--- config.mk ---
export PLATFORM = sky130hd
export DESIGN_NAME = svn_seg_mon
export DESIGN_NICKNAME = d
export VERILOG_FILES = /design/src/rtl/svn_seg_mon.sv
export SDC_FILE = /design/constraint.sdc
export NUM_CORES = 1
export LEC_CHECK = 0
export CAP_MARGIN = 20
export CORE_UTILIZATION = 60
export DETAILED_ROUTE_END_ITERATION = 10
export PLACE_DENSITY = 0.89
export SLEW_MARGIN = 40
export SYNTH_ARGS = -nofsm -noshare
export SYNTH_HDL_FRONTEND = slang
export SYNTH_SLANG_ARGS = --single-unit
--- constraint.sdc ---
create_clock -name clk_i -period 5 [get_ports clk_i]
set_clock_uncertainty 0.2 [all_clocks]
set_input_delay 1 -clock clk_i [delete_from_list [all_inputs] [get_ports clk_i]]
set_output_delay 1 -clock clk_i [all_outputs]
set_load 0.01 [all_outputs]
--- src/rtl/svn_seg_mon.sv ---
// Receive-side monitor for the board-check 7-segment bus: sync, debounce, decode, sequence check.
// Optional build macro SEG_MON_DP_CHECK_EN: dp must be lit on digit 0 and dark on 1..F.
module svn_seg_mon #(
  parameter logic        LED_POLARITY  = 1'b0,
  parameter logic [2:0]  DIGIT_SEL     = 3'b010,
  parameter int unsigned STABLE_CYCLES = 4,
  parameter int unsigned ERR_CNT_W     = 8
) (
  input  logic                 clk_i,
  input  logic                 rst_i,
  input  logic [7:0]           display_i,
  input  logic [2:0]           seg_sel_i,
  output logic [3:0]           digit_o,
  output logic                 dp_o,
  output logic                 digit_valid_o,
  output logic                 invalid_o,
  output logic                 seq_err_o,
  output logic                 locked_o,
  output logic [ERR_CNT_W-1:0] err_cnt_o
);

  localparam logic [7:0] StableMax = 8'(STABLE_CYCLES);
  localparam logic [7:0] StablePre = 8'(STABLE_CYCLES - 1);

  typedef enum logic [1:0] {StSearch, StSync, StLocked} state_e;

  state_e     state_q;
  logic [7:0] disp_s1_q, disp_s2_q;
  logic [2:0] sel_s1_q, sel_s2_q;
  logic [7:0] held_q, last_q, cnt_q;
  logic       acc_q;
  logic [3:0] ref_q;

  logic [7:0] seg;
  logic       sel_hit;
  logic       dec_ok, pat_ok;
  logic [3:0] dec_digit, ref_inc;

  assign seg     = LED_POLARITY ? disp_s2_q : ~disp_s2_q;
  assign sel_hit = (sel_s2_q == DIGIT_SEL);
  assign ref_inc = ref_q + 4'd1;

  always_comb begin
    dec_ok    = 1'b1;
    dec_digit = 4'h0;
    case (held_q[6:0])
      7'h3F:   dec_digit = 4'h0;
      7'h06:   dec_digit = 4'h1;
      7'h5B:   dec_digit = 4'h2;
      7'h4F:   dec_digit = 4'h3;
      7'h66:   dec_digit = 4'h4;
      7'h6D:   dec_digit = 4'h5;
      7'h7D:   dec_digit = 4'h6;
      7'h07:   dec_digit = 4'h7;
      7'h7F:   dec_digit = 4'h8;
      7'h6F:   dec_digit = 4'h9;
      7'h77:   dec_digit = 4'hA;
      7'h7C:   dec_digit = 4'hB;
      7'h39:   dec_digit = 4'hC;
      7'h5E:   dec_digit = 4'hD;
      7'h79:   dec_digit = 4'hE;
      7'h71:   dec_digit = 4'hF;
      default: dec_ok    = 1'b0;
    endcase
  end

`ifdef SEG_MON_DP_CHECK_EN
  assign pat_ok = dec_ok && (held_q[7] == (dec_digit == 4'h0));
`else
  assign pat_ok = dec_ok;
`endif

  always_ff @(posedge clk_i) begin
    if (rst_i) begin
      disp_s1_q     <= '0;
      disp_s2_q     <= '0;
      sel_s1_q      <= '0;
      sel_s2_q      <= '0;
      held_q        <= '0;
      last_q        <= '0;
      cnt_q         <= '0;
      acc_q         <= 1'b0;
      ref_q         <= '0;
      state_q       <= StSearch;
      digit_o       <= '0;
      dp_o          <= 1'b0;
      digit_valid_o <= 1'b0;
      invalid_o     <= 1'b0;
      seq_err_o     <= 1'b0;
      locked_o      <= 1'b0;
      err_cnt_o     <= '0;
    end else begin
      disp_s1_q <= display_i;
      disp_s2_q <= disp_s1_q;
      sel_s1_q  <= seg_sel_i;
      sel_s2_q  <= sel_s1_q;

      if (!sel_hit) begin
        cnt_q <= '0;
      end else if (seg != held_q) begin
        held_q <= seg;
        cnt_q  <= 8'd1;
      end else if (cnt_q != StableMax) begin
        cnt_q <= cnt_q + 8'd1;
      end
      // Flags the cycle the count reaches StableMax; acted on one edge later.
      acc_q <= sel_hit && (seg == held_q) && (cnt_q == StablePre);

      digit_valid_o <= 1'b0;
      invalid_o     <= 1'b0;
      seq_err_o     <= 1'b0;

      if (acc_q && (held_q != last_q)) begin
        last_q <= held_q;
        if (pat_ok) begin
          digit_o       <= dec_digit;
          dp_o          <= held_q[7];
          digit_valid_o <= 1'b1;
          ref_q         <= dec_digit;
          case (state_q)
            StSearch: state_q <= StSync;
            StSync: begin
              if (dec_digit == ref_inc) begin
                state_q  <= StLocked;
                locked_o <= 1'b1;
              end
            end
            StLocked: begin
              if (dec_digit != ref_inc) begin
                seq_err_o <= 1'b1;
                locked_o  <= 1'b0;
                state_q   <= StSync;
                if (err_cnt_o != '1) err_cnt_o <= err_cnt_o + ERR_CNT_W'(1);
              end
            end
            default: state_q <= StSearch;
          endcase
        end else begin
          invalid_o <= 1'b1;
          locked_o  <= 1'b0;
          state_q   <= StSearch;
          if (err_cnt_o != '1) err_cnt_o <= err_cnt_o + ERR_CNT_W'(1);
        end
      end
    end
  end

endmodule
# [Yosys cells after proc, flatten, opt, wreduce, memory -nomap -nowiden]
# Index checks and enable logic that the tools add are counted.
[word_totals] elab_cells=91 in_bits=13 output_inout_bits=17 register_bits=66
[op_classes] mux=19 n_bitwise=5 n_reduce_logical=15 n_eq_ne=32 n_addsub=3
[op_table] cell="$eq A7 B7 Y1 const B" count=12
[op_table] cell="$pmux W4 S15" count=1
[op_table] cell="$mux W8" count=4
[op_table] cell="$add A8 B1 Y8 const B" count=2
[op_table] cell="$ne A8 B8 Y1" count=2
[op_table] cell="$reduce_or A16 Y1" count=1
[op_table] cell="$eq A7 B3 Y1 const B" count=2
[op_table] cell="$eq A7 B6 Y1 const B" count=2
[op_table] cell="$mux W1" count=9
[op_table] cell="$eq A8 B2 Y1 const B" count=1
[op_table] cell="$eq A8 B8 Y1" count=1
[op_table] cell="$ne A8 B3 Y1 const B" count=1
[op_table] cell="$ne A8 B8 Y1 const B" count=1
[op_table] cell="$not A8 Y8" count=1
[op_table] cell="$mux W2" count=3
[op_table] cell="$ne A3 B3 Y1 const B" count=2
[op_table] cell="$pmux W2 S3" count=1
[op_table] cell="$reduce_and A3 Y1" count=2
[op_table] cell="$add A4 B1 Y4 const B" count=1
[op_table] cell="$eq A4 B4 Y1" count=1
[op_table] cell="$ne A2 B1 Y1 const B" count=2
[op_table] cell="$ne A4 B4 Y1" count=1
[op_table] cell="$not A1 Y1" count=4
[op_table] cell="$reduce_and A2 Y1" count=2
[op_table] cell="other kinds (12)" count=15

# [Depth between registers and ports, before layout]
[depth] ltp_word=6 ltp_mapped=11 depth_no_buf=8

# [Worst setup path before layout]
# No wires, ideal clock.
[synth_timing] path_type="flip-flop to flip-flop" startpoint="reg held_q[5]" endpoint="reg err_cnt_o[3]" period_less_slack_ns=2.516 setup_ns=0.123 path_slack_ns=2.484 required_time_ns=4.677 n_path_buf=2 arrival_ns=2.192 path_stages_with_launch=11 path_cell_list="dfxtp_1 -> buf_4 -> buf_2 -> nor2_1 -> a221o_1 -> o21a_1 -> or3_1 -> nand3_2 -> o21bai_4 -> a211oi_1 -> mux2_1"
[synth_via] elab_chain_cells=5 elab_cells_between_ends=26 cone_classes="20 x eq/ne; 3 x mux; 3 x reduce/logical"
[synth_rtl] item="start: declaration" line="30" source="logic [7:0] held_q, last_q, cnt_q;"
[synth_rtl] item="start signal: assignment" line="101" source="held_q <= seg;"
[synth_rtl] item="$eq A7 B7 Y1, or another cell as far along" line="46" source="case (held_q[6:0])"
[synth_rtl] item="$pmux W4 S15 / $reduce_or A16 Y1 (equally long branches)"
[synth_rtl] item="$ne A4 B4 Y1 / $mux W1 (equally long branches)" line="129, 46"
[synth_rtl] item="$ne A2 B1 Y1 (no line)"
[synth_rtl] item="$reduce_and A3 Y1 (no line)"
[synth_rtl] item="end signal: assignment" line="133" source="if (err_cnt_o != '1) err_cnt_o <= err_cnt_o + ERR_CNT_W'(1);"
[synth_rtl] item="end signal: assignment" line="142" source="if (err_cnt_o != '1) err_cnt_o <= err_cnt_o + ERR_CNT_W'(1);"
[synth_rtl] item="end: declaration" line="19" source="output logic [ERR_CNT_W-1:0] err_cnt_o"
# Several ways; a longest one is shown, not always the timed one.
# A chain may end at the register's enable or synchronous reset.

# [Worst setup path in the final report]
[layout_timing] startpoint="reg held_q[5]" endpoint="reg err_cnt_o[4]"
# The elaborated chain is that of the path after synthesis.

==> summary.md <==
| Metric | Value |
|---|---|
| Worst path slowest cell | dfxtp_1 |
| Vias | between 2000 and 2500 |
| Post-synth EDFFs | 0 |
| First-pass GRT wire length | 9.98 mm |
| Met2 Use GR | 0.400 |
| DRC viols | 0 |
| Post-Syn Area per Cell | ~9 µm² |
| Routed WL | between 6 and 7 mm |
| Vert. Die Dim | 74.1 µm |
| CP max stage delay | between 0.6 and 0.7 ns |
| Vias per inst | ~5.7 |
| Commonest register cell after synthesis | dfxtp_1 |
| Slew HR | 0.554 |
| Vias in the first global route | 2261 |
| Sequential area share after synthesis | 0.424 |
| Final min period | 3.28 ns |
| GR peak layer | met2 |
| Fraction of registers with async set/reset | 0 |
| Clock buffer depth | 2 |
| Final Wtd Congestion | approximately 0.8 |
| Worst reg2reg setup slack | roughly 1.7 ns |
| Row count | 25 |
| Antenna cells | 0 |
| Worst r2r src | held_q[5] |
| Setup TNS | 0 ns |
| Remaining antenna violation count | 0 |
| Endpoints failing hold | 0 |
| 1st-pass router iterations | 5 |
| DIE AREA | 5490 µm² |
| Initial antenna violation count | 0 |
| R2R cell count | 6 |
| Nets | 380 |
| Final Max Tran Viols | 0 |
| Avg WL per Cell | around 14 µm |
| Crit path launch | held_q[5] |
| Core area | 4850 µm² |
| Root Buffer | clkbuf_8 |
| Die width | approximately 74 µm |
| Worst Path Max Fanout | 18 |
| Core Util, Final | 0.748 |
| Worst Path Arrival | roughly 3.3 ns |
| CTS clk-pin slew, worst paths | ~0.07 ns |
| Met3 Usage GRT | 0.0610 |
| Grt ovf | 0 |
| RSZ-0062 raised after global routing | false |
| Worst skew pair latency | about 0.34 ns |
| Synth cell types | between 50 and 60 |
| H-tree levels | 3 |
| Tot GR Track Use | 0.241 |
| VDD IR max | around 0.38 mV |
| Most frequent cells in the layout | dfxtp_1, nor2_1, nor2b_1, clkdlybuf4s50_1, xnor2_1 |
| Clock sink count | between 60 and 70 |
| Final setup vio count | 0 |
| Mapped cell area | between 3000 and 4000 µm² |
| Hpwl dp | between 3 and 4 mm |
| Worst-Margin Slew | 0.667 ns |
| Final period util | 0.655 |
| Crit path to | err_cnt_o[4] |
| Met1 usage | 0.297 |
| CP endpoint kind | flop |
| Io pins | 30 |
| # hold bufs at CTS | 0 |
| Post-CTS Setup Inserts | 0 |
| CTS tree | done |
| #FFs+latches synth | 66 |
| Layout cells sized above 1 | 0.0734 |
| Startpoint Class | flop |
| Crit Path Category | flop to flop |
| Layout area overhead | 16.3% |
| Cts repair resizes | 0 |
| P per Cell Area | roughly 300 nW/µm² |
| Crit path cell chain | nand3b_1 > nor3_1 > o31ai_1 > nand4_1 > a211oi_1 > mux2_1 |
| TritonCTS buffer count | 9 |
| Starting Density | 0.643 |
| Most common library cell in the layout ignoring fill and taps | dfxtp_1 |
| Mapped Nets | approximately 360 |
| Fmax | around 310 MHz |
| Count of input and output buffers | 29 |
| Pleak | 1.33 nW |
| Number of max-cap violations | 0 |
| Ys Warns | 0 |
| Post-Synthesis Cells | 344 |
| Hold crit path type | flop to flop |
| First DRT Iteration DRCs | around 170 |
| Largest net degree at the start of global routing | 66 |
| R2R Path End | err_cnt_o[4] |
| Status | finished clean |
| Worst path required time | between 5 and 6 ns |
cells by family after synthesis:
logic type | share of synthesized area
mux | 0.0474
flops | 0.424
fa+ha+maj | 0.0197
simple gates | 0.259
xor+xnor | 0.0787
compound gates | 0.132
buf+inv | 0.0397
cell usage after synthesis, types with 3 or more instances:
| master | instances | area [µm²] |
|---|---|---|
| mux2_1 | 6 | 67.6 |
| a211oi_1 | 11 | 82.6 |
| inv_1 | 6 | 22.5 |
| nor2_1 | 51 | 191 |
| nor2b_1 | 29 | 181 |
| mux2i_1 | 8 | 80.1 |
| nand3_1 | 13 | 65.1 |
| o21ai_1 | 3 | 15.0 |
| clkbuf_1 | 9 | 33.8 |
| nand4_1 | 7 | 43.8 |
| a21oi_1 | 14 | 70.1 |
| nand3b_1 | 4 | 30.0 |
| ha_1 | 4 | 50.1 |
| and3b_1 | 4 | 35.0 |
| nor3_1 | 6 | 30.0 |
| xnor2_1 | 16 | 140 |
| dfxtp_1 | 66 | 1320 |
| buf_2 | 12 | 60.1 |
| nand2_1 | 10 | 37.5 |
| nand4bb_1 | 3 | 33.8 |
| nand2b_1 | 3 | 18.8 |
| and3_1 | 3 | 18.8 |
| nand4b_1 | 3 | 26.3 |
| a211oi_2 | 4 | 50.1 |
| xor2_1 | 12 | 105 |
metrics by stage:
step	total power [mW]	std cells	worst slack, ns	area, µm²	hold slack, ns
CTS	1.11	435	1.77	3620	0.241
finish	1.10	435	1.72	3620	0.237
detailed placement	0.615	419	1.82	3400	0.221
global route	1.14	435	1.48	3620	0.258
floorplan	0.601	344	2.48	3120	0.214
global placement	0.612	419	1.97	3390	0.218
per-layer routing:
metal	routed length, µm	vias to the layer above
li1	-	1242
met1	2730	1154
met2	2900	73
met3	288	12
met4	117	0
met5	0	-
layout make-up:
class / instances / area, µm²
clock inverter: 6 / 90.1
clock buffer: 10 / 138
tap: 67 / 83.8
inverter: 6 / 22.5
fill: 347 / 1220
sequential: 66 / 1320
multi-input combinational: 250 / 1670
timing repair buffer: 30 / 295
critical path: cells and delay by family (launching register included):
kind	cells	cell delay, ns
multiplexers	1	0.37
flip-flops	1	0.69
AO/OA/AOI/OAI	2	0.97
AND/OR/NAND/NOR	3	0.94
worst min path at each step:
| stage | startpoint | end | slack (ns) | depth (start not counted) |
|---|---|---|---|---|
| after floorplan | disp_s1_q[0] | disp_s2_q[0] | 0.21 | 1 |
| after global placement | disp_s1_q[3] | disp_s2_q[3] | 0.22 | 1 |
| after detailed placement | disp_s1_q[7] | disp_s2_q[7] | 0.22 | 1 |
| after CTS | disp_s1_q[1] | disp_s2_q[1] | 0.24 | 1 |
| after global routing | disp_s1_q[1] | disp_s2_q[1] | 0.26 | 1 |
| final | sel_s1_q[2] | sel_s2_q[2] | 0.24 | 1 |
power by group:
part / total, mW / internal (mW) / switching (mW) / leakage [nW]
sequential: 0.555 / 0.537 / 0.0177 / 0.537
clock: 0.500 / 0.295 / 0.206 / 0.112
combinational: 0.0492 / 0.0268 / 0.0224 / 0.681
total: 1.10 / 0.859 / 0.246 / 1.33
state kept, by name, indices dropped and copies added, names as in the netlist, 2 cells and up:
register   count
sel_s2_q       3
ref_q          4
err_cnt_o      8
state_q        2
last_q         8
disp_s1_q      8
disp_s2_q      8
cnt_q          8
held_q         8
sel_s1_q       3
(Power assumes the default switching activity.)
